--- config.mk ---
export PLATFORM = sky130hd
export DESIGN_NAME = mem_arbiter
export DESIGN_NICKNAME = d
export VERILOG_FILES = /design/src/rtl/mem_arbiter_pkg.sv /design/src/rtl/mem_arb_starve.sv /design/src/rtl/mem_arbiter.sv
export SDC_FILE = /design/constraint.sdc
export NUM_CORES = 1
export LEC_CHECK = 0
export BUFFER_PORTS_ARGS = -buffer_cell sky130_fd_sc_hd__buf_2
export CAP_MARGIN = 40
export CORE_AREA = 3 3 108 110
export DETAILED_ROUTE_END_ITERATION = 6
export DIE_AREA = 0 0 111 113
export GPL_TIMING_DRIVEN = 0
export SKIP_LAST_GASP = 1
export SYNTH_ARGS = -nofsm -noshare
export SYNTH_HDL_FRONTEND = slang
export SYNTH_SLANG_ARGS = --single-unit
--- constraint.sdc ---
create_clock -name clk -period 1.78 [get_ports clk]
set_input_delay 0 -clock clk [delete_from_list [all_inputs] [get_ports clk]]
set_output_delay 0 -clock clk [all_outputs]
set_load 0.005 [all_outputs]
--- src/rtl/mem_arbiter_pkg.sv ---
// rtl/mem_arbiter_pkg.sv - shared memory access types, arbiter owner tag and alignment helper
package mem_arbiter_pkg;

    typedef logic [31:0] word_t;

    // Access size in load/store funct3 encoding
    typedef enum logic [2:0] {
        MEM_B  = 3'b000,
        MEM_H  = 3'b001,
        MEM_W  = 3'b010,
        MEM_BU = 3'b100,
        MEM_HU = 3'b101
    } mem_addr_t;

    // Which requester owns the read response arriving next cycle
    typedef enum logic [1:0] {
        OWN_NONE = 2'd0,
        OWN_CORE = 2'd1,
        OWN_EXT  = 2'd2
    } arb_owner_t;

    // Only the two low address bits decide natural alignment
    function automatic logic mem_aligned(input logic [1:0] addr_lo, input mem_addr_t size);
        case (size)
            MEM_W:         return (addr_lo == 2'b00);
            MEM_H, MEM_HU: return (addr_lo[0] == 1'b0);
            default:       return 1'b1;
        endcase
    endfunction

endpackage

--- src/rtl/mem_arb_starve.sv ---
// rtl/mem_arb_starve.sv - saturating starvation counter that promotes the external master
module mem_arb_starve #(
    parameter int unsigned STARVE_LIMIT = 8
) (
    input  logic clk,
    input  logic rst_n,
    input  logic ext_req,
    input  logic ext_gnt,
    output logic ext_pri
);

    localparam int CW = (STARVE_LIMIT > 0) ? $clog2(STARVE_LIMIT + 1) : 1;
    localparam logic [CW-1:0] LIMIT = CW'(STARVE_LIMIT);

    logic [CW-1:0] starve_cnt;

    // Count consecutive ungranted ext requests, hold at the limit, clear on grant or idle
    always_ff @(posedge clk) begin
        if (!rst_n) begin
            starve_cnt <= '0;
        end else if (ext_req && !ext_gnt) begin
            if (starve_cnt != LIMIT) begin
                starve_cnt <= starve_cnt + CW'(1);
            end
        end else begin
            starve_cnt <= '0;
        end
    end

    assign ext_pri = (STARVE_LIMIT != 0) && (starve_cnt == LIMIT);

endmodule

--- src/rtl/mem_arbiter.sv ---
// rtl/mem_arbiter.sv - core/external master arbiter for the single memory port (optional MEM_ARB_EXT_HALT_EN)
import mem_arbiter_pkg::*;

module mem_arbiter #(
    parameter int unsigned STARVE_LIMIT = 8,
    parameter int unsigned ADDR_W       = 32
) (
    input  logic              clk,
    input  logic              rst_n,
    input  logic              core_req,
    input  logic              core_we,
    input  logic [ADDR_W-1:0] core_addr,
    input  mem_addr_t         core_size,
    input  word_t             core_wdata,
    output logic              core_gnt,
    output logic              core_rvalid,
    output logic              core_err,
    input  logic              ext_req,
    input  logic              ext_we,
    input  logic [ADDR_W-1:0] ext_addr,
    input  mem_addr_t         ext_size,
    input  word_t             ext_wdata,
    output logic              ext_gnt,
    output logic              ext_rvalid,
    output logic              ext_err,
`ifdef MEM_ARB_EXT_HALT_EN
    input  logic              ext_halt,
    output logic              core_halted,
`endif
    output word_t             rdata,
    output logic              mem_en,
    output logic              mem_we,
    output logic [ADDR_W-1:0] mem_addr,
    output mem_addr_t         mem_size,
    output word_t             mem_wdata,
    input  word_t             mem_rdata
);

    logic              ext_pri;
    logic              halt;
    logic              any_gnt;
    logic              sel_we;
    logic [ADDR_W-1:0] sel_addr;
    mem_addr_t         sel_size;
    word_t             sel_wdata;
    logic              aligned;
    arb_owner_t        owner;
    arb_owner_t        owner_next;
    logic              core_err_r;
    logic              ext_err_r;

`ifdef MEM_ARB_EXT_HALT_EN
    assign halt = ext_halt;
`else
    assign halt = 1'b0;
`endif

    mem_arb_starve #(
        .STARVE_LIMIT(STARVE_LIMIT)
    ) u_starve (
        .clk    (clk),
        .rst_n  (rst_n),
        .ext_req(ext_req),
        .ext_gnt(ext_gnt),
        .ext_pri(ext_pri)
    );

    // Same-cycle grant: promoted or halting ext first, then core, then ext; nothing in reset
    always_comb begin
        core_gnt = 1'b0;
        ext_gnt  = 1'b0;
        if (rst_n) begin
            if ((ext_pri || halt) && ext_req) begin
                ext_gnt = 1'b1;
            end else if (core_req && !halt) begin
                core_gnt = 1'b1;
            end else if (ext_req) begin
                ext_gnt = 1'b1;
            end
        end
    end

    // Steer the winner onto the memory port; misaligned grants are consumed without an access
    always_comb begin
        any_gnt   = core_gnt || ext_gnt;
        sel_we    = ext_gnt ? ext_we    : core_we;
        sel_addr  = ext_gnt ? ext_addr  : core_addr;
        sel_size  = ext_gnt ? ext_size  : core_size;
        sel_wdata = ext_gnt ? ext_wdata : core_wdata;
        aligned   = mem_aligned(sel_addr[1:0], sel_size);
        mem_en    = any_gnt && aligned;
        mem_we    = mem_en && sel_we;
        mem_addr  = sel_addr;
        mem_size  = sel_size;
        mem_wdata = sel_wdata;
        owner_next = OWN_NONE;
        if (mem_en && !sel_we) begin
            owner_next = ext_gnt ? OWN_EXT : OWN_CORE;
        end
    end

    // Remember who owns next cycle's read data and who gets a misalignment pulse
    always_ff @(posedge clk) begin
        if (!rst_n) begin
            owner      <= OWN_NONE;
            core_err_r <= 1'b0;
            ext_err_r  <= 1'b0;
        end else begin
            owner      <= owner_next;
            core_err_r <= core_gnt && !aligned;
            ext_err_r  <= ext_gnt && !aligned;
        end
    end

    // Responses are masked while reset is held so an in-flight read is dropped
    assign core_rvalid = rst_n && (owner == OWN_CORE);
    assign ext_rvalid  = rst_n && (owner == OWN_EXT);
    assign core_err    = rst_n && core_err_r;
    assign ext_err     = rst_n && ext_err_r;
    assign rdata       = mem_rdata;

`ifdef MEM_ARB_EXT_HALT_EN
    // Core cannot be granted while halted, so once its pending read drains it stays drained
    assign core_halted = rst_n && ext_halt && (owner != OWN_CORE);
`endif

endmodule

* Yosys cells after proc, flatten, opt, wreduce, memory -nomap -nowiden
Cells that the tools add are included.
** Storage, ports and cells
- Register bits after elaboration :: 8
- Bits of input ports :: 172
- Output and inout bits :: 107
- Logic and storage cells :: 45
** Cells by class
- Add/sub/neg operators :: 1
- Eq/ne operators :: 7
- Muxes and demuxes :: 13
- Bitwise gates (word level) :: 1
- Reduce and logical (&&, ||, !) cells :: 19
** Operator list (count)
- 2-to-1 mux 32 bit :: 2
- logical AND 1 bit :: 11
- 2-to-1 mux 1 bit :: 8
- adder 4 x 1 -> 4 bit (second input constant) :: 1
- equality test 4 bit (second input constant) :: 1
- != test 4 bit (second input constant) :: 1
- AND reduction 2 bit :: 2
- equality test 3 x 1 -> 1 bit (second input constant) :: 1
- equality test 3 x 2 -> 1 bit (second input constant) :: 1
- equality test 3 bit (second input constant) :: 1
- zero test 1 bit :: 3
- 2-to-1 mux 3 bit :: 1
- equality test 2 x 1 -> 1 bit (second input constant) :: 1
- equality test 2 bit (second input constant) :: 1
- zero test 2 bit :: 1
- 2-to-1 mux 2 bit :: 1
- case mux 1 bit (2 select lines) :: 1
- OR reduction 2 bit :: 1
- logical OR 1 bit :: 1
- inverter 1 bit :: 1

* Depth between registers and ports, before layout
- Word-level depth :: 11
- Gate-level depth with buffers :: 8
- Depth with buffers taken out :: 6

* Modules after synthesis
From an unflattened synthesis, not the netlist that was laid out.
** Unflattened totals
- Cells, all modules :: 157
- Area total of the unflattened synthesis :: 1545.2 um^2
** By module, submodules not included
- mem_arbiter :: times used 1, cells an instance 137, area an instance 1353.8 um^2, sequential area each 80.1 um^2
- mem_arb_starve :: times used 1, cells an instance 20, area an instance 191.4 um^2, sequential area each 80.1 um^2

* Least setup slack after synthesis
OpenSTA, ideal clock, no wires.
- Kind :: register -> output
- Start :: register u_starve.starve_cnt[0]
- End :: output mem_addr[13]
- Arrival :: 1.446 ns
- Required time :: 1.780 ns
- Setup slack :: 0.334 ns
- Stages on the path, launching flop included :: 8
- Buffers on the path :: 2
- Cells stage by stage :: dfxtp_1 > inv_1 > ha_1 > nand3b_4 > a21oi_2 > buf_8 > buf_12 > mux2_4
** On the way
- Longest elaborated chain between the ends :: 5
** Ends and longest elaborated chain
- from (decl) :: RTL line mem_arb_starve.sv:15 : logic [CW-1:0] starve_cnt;
- from (signal assigned) :: RTL line mem_arb_starve.sv:23 : starve_cnt <= starve_cnt + CW'(1);
- equality test 4 bit :: RTL line mem_arb_starve.sv:30 : assign ext_pri = (STARVE_LIMIT != 0) && (starve_cnt == LIMIT);
- logical AND 1 bit :: RTL line mem_arbiter.sv:73 : if ((ext_pri || halt) && ext_req) begin
- 2-to-1 mux 1 bit :: RTL line mem_arbiter.sv:73
- 2-to-1 mux 1 bit :: RTL line mem_arbiter.sv:72 : if (rst_n) begin
- 2-to-1 mux 32 bit :: RTL line mem_arbiter.sv:87 : sel_addr = ext_gnt ? ext_addr : core_addr;
- to (decl) :: RTL line mem_arbiter.sv:33 : output logic [ADDR_W-1:0] mem_addr,
Every way passes these cells.

* Worst setup path in the final report
- Start :: register u_starve.starve_cnt[1]
- End :: output mem_wdata[30]
** On the way
- Longest elaborated chain between the ends :: 5
** Ends and longest elaborated chain
- equality test 4 bit :: RTL line mem_arb_starve.sv:30
- logical AND 1 bit :: RTL line mem_arbiter.sv:73
- 2-to-1 mux 1 bit :: RTL line mem_arbiter.sv:73
- 2-to-1 mux 1 bit :: RTL line mem_arbiter.sv:72
- 2-to-1 mux 32 bit :: RTL line mem_arbiter.sv:89 : sel_wdata = ext_gnt ? ext_wdata : core_wdata;
- to (decl) :: RTL line mem_arbiter.sv:35 : output word_t mem_wdata,
Every way passes these cells.

==> metrics.md <==
| Metric | Value |
|---|---|
| Critical path type | reg -> out |
| Fin nets | 588 |
| CTS H-tree depth | 1 |
| CTS Buf Count | 3 |
| Crit end category | output port |
| Setup slack after placement | ~62 ps |
| Initial core utilization | 16.6% |
| Worst clock skew | 5.12 ps |
| Fin. max-slew vios | 0 |
| Drt initial violations | slightly above 50 |
| Synth-to-layout area growth | 95.3% |
| Power Total | 1.12 mW |
| NetSw | slightly above 0.3 mW |
| Max Freq | about 540 MHz |
| Total Wirelength | roughly 7.4 mm |
| # clock sinks | 8 |
| Sequential Power Share | about 17% |
| Final hold vios | 0 |
| Synthesis warning total | 0 |
| GRT Overall Usage | roughly a tenth |
| Setup violations, final | 10 |
| Worst-Margin Slew | slightly above 300 ps |
| Fin crit share | 103% |
| Rel. slew slack | 79.1% |
| Initial antenna violation count | 0 |
| Routed len/inst | roughly 13 um |
| TritonCTS clock tree | done |
| Maximum fanout along the worst path | 8 |
| Core footprint | 10800 um2 |
| Gp weighted congestion | about 0.8 |
| PD cells | between 300 and 400 nW/um2 |
| Largest net degree at the start of global routing | 11 |
| Rows | 38 |
| Clk Latency, worst-skew pair | ~230 ps |
| Post-Syn Nets | 328 |
| Post-synth EDFFs | 0 |
| Most frequent cells in the layout | buf_2 (229), mux2_4 (57), buf_4 (37), buf_6 (18) |
| Critical path required time | around 1800 ps |
| Share of cells above drive strength 1 | a little over 90% |
| Root Buffer | clkbuf_8 |
| Max VDD drop | about 0.00014 V |
| DR top layer | met4 |
| Synth async-reset ratio | 0% |
| Metal2 WL | 3.74 mm |
| CTS Buffer Depth | 2 |
| WL met1 | slightly below 3 mm |
| Mean Syn Cell Area | 11.6 um2 |
| Pre-Repair DR Iteration Count | 4 |
| Antenna Nets Post-Route | 0 |
| Most common cell after layout, fill and taps aside | buf_2 |
| MaxCap Viol Count | 0 |
| Synthesized cell area | 1790 um2 |
| GRT Residual Overflow | 0 |
| DP Wirelength | 6.51 mm |
| Port Buf Inserts | about 250 |
| Die width | between 100 and 150 um |
| WL met3 | between 600 and 700 um |
| Via count | between 2000 and 2500 |
| Failing checks | setup timing |
| Top Ports | between 200 and 300 |
| Die area | 12500 um2 |
| Min-Delay Path Class | in -> reg |
| Yosys cell types | 29 |
| Clk pin slew, worst setup/hold paths | 40 ps |
| Antenna fix cells | 0 |
| Cells after Synth | between 150 and 200 |
| DRC | 0 |
| Comb power frac | between 60% and 70% |
| Vias in the first global route | between 2000 and 2500 |
| First-pass GRT wire length | roughly 11 mm |
| Clock power share | around a fifth |
| RSZ-0062 raised after global routing | true |
| Y dimension of the die | about 110 um |
| Flops & latches, synth | 8 |
| Via density per instance | between 3 and 4 |
| Critical path launch point type | flip-flop |
| Ys flop type | dfxtp_1 |
| Worst-case hold slack | 83.7 ps |
| Internal power | between 0.8 and 0.9 mW |
| Fin cells | around 550 |
| Fillers | approximately 1100 |
| Final critical-path required period | about 1800 ps |
| Arrival @ worst endpoint | 1840 ps |
| Leakage power | ~2.0 nW |
| Status | finished with violations |
| Post-synthesis sequential area ratio | under 10% |
| Placed instance count | 540 |
| Worst setup margin | -61.8 ps |
| Sw Ratio | around 27% |
-- worst max-delay path: stages (launching register included) --
cell and delay (ps):
dfxtp_2 320, inv_2 60, ha_4 130, nand3b_4 80, a21oi_4 170, buf_12 180
buf_12 120, buf_12 110, mux2_4 310, buf_6 120
-- final timing paths --
path	slack [ps]	from	endpoint	cells after the start
setup reg to reg	200	u_starve.starve_cnt[1]$_SDFFE_PN0P_	core_err_r$_SDFF_PN0_	10
hold / removal	80	core_we	owner[0]$_SDFF_PN0_	2
hold reg to reg	510	u_starve.starve_cnt[0]$_SDFFE_PN0P_	u_starve.starve_cnt[0]$_SDFFE_PN0P_	2
setup / recovery	-60	u_starve.starve_cnt[1]$_SDFFE_PN0P_	mem_wdata[30]	9
-- per-layer routing --
layer	vias up	global-route usage (%)
met4	0	2.22
met2	125	17.8
li1	1028	-
met1	929	12.9
met5	-	0
met3	4	2.09
-- power groups by stage --
stage / Combinational, mW / Sequential [mW] / Clock (mW)
2_1_floorplan: 0.325 / 0.188 / 0
3_3_place_gp: 0.643 / 0.188 / 0
3_5_place_dp: 0.656 / 0.188 / 0
4_1_cts: 0.718 / 0.185 / 0.216
5_1_grt: 0.773 / 0.185 / 0.232
6_report: 0.716 / 0.185 / 0.215
-- cell usage after synthesis (2+ instances only) --
master     n  area (um2)
and3b_1    2        17.5
nand2_1    2        7.51
mux2_2    13         146
inv_1      5        18.8
mux2_4    54         811
nand3b_1   2        15.0
ha_1       2        25.0
nor3b_2    2        25.0
buf_4     33         248
o211a_1    2        20.0
dfxtp_1    8         160
buf_12     6         120
and2_1     2        12.5
o21bai_1   2        15.0
nor2_1     5        18.8
-- logic make-up after synthesis --
family / after synthesis / share of synthesized area (%)
buffers and inverters: 45 / 22.5
adders and majority gates: 2 / 1.40
DFF: 8 / 8.96
AOI/OAI and AO/OA: 9 / 4.20
and+or+nand+nor: 21 / 8.47
xor gates and xnor gates: 2 / 0.980
muxes: 67 / 53.5
-- layout make-up --
type                    instances  area, um2  share of cell area (%)
inverters                       5       18.8                   0.537
flip-flops and latches          8        163                    4.66
well taps                     140        175                    5.02
repair buffers                255       1450                    41.5
plain buffers                  40        388                    11.1
clock buffers                   3       41.3                    1.18
multi-input cells             101       1260                    36.0
-- what timing repair did --
action / CTS / global route
hold endpoints to repair: 1 / 0
pin swaps: 2 / 0
setup buffers: 8 / 0
resized for setup: 23 / 7
gates cloned: 1 / 0
hold buffers: 1 / 0
endpoints found under the setup margin: 67 / 60
-- stage by stage --
step | area (um2) | setup TNS (ps) | util [%]
final | 3490 | -464 | 32.4
after global routing | 3490 | -4320 | 32.4
after floorplan | 1790 | 0 | -
after detailed placement | 3190 | 0 | 29.6
after global placement | 3190 | 0 | 29.6
after CTS | 3490 | -790 | 32.3
-- sequential cells by signal, indices dropped and copies added, names as in the netlist --
name / cells
core_err_r: 1
ext_err_r: 1
owner: 2
u_starve.starve_cnt: 4
(Power assumes the default switching activity.)
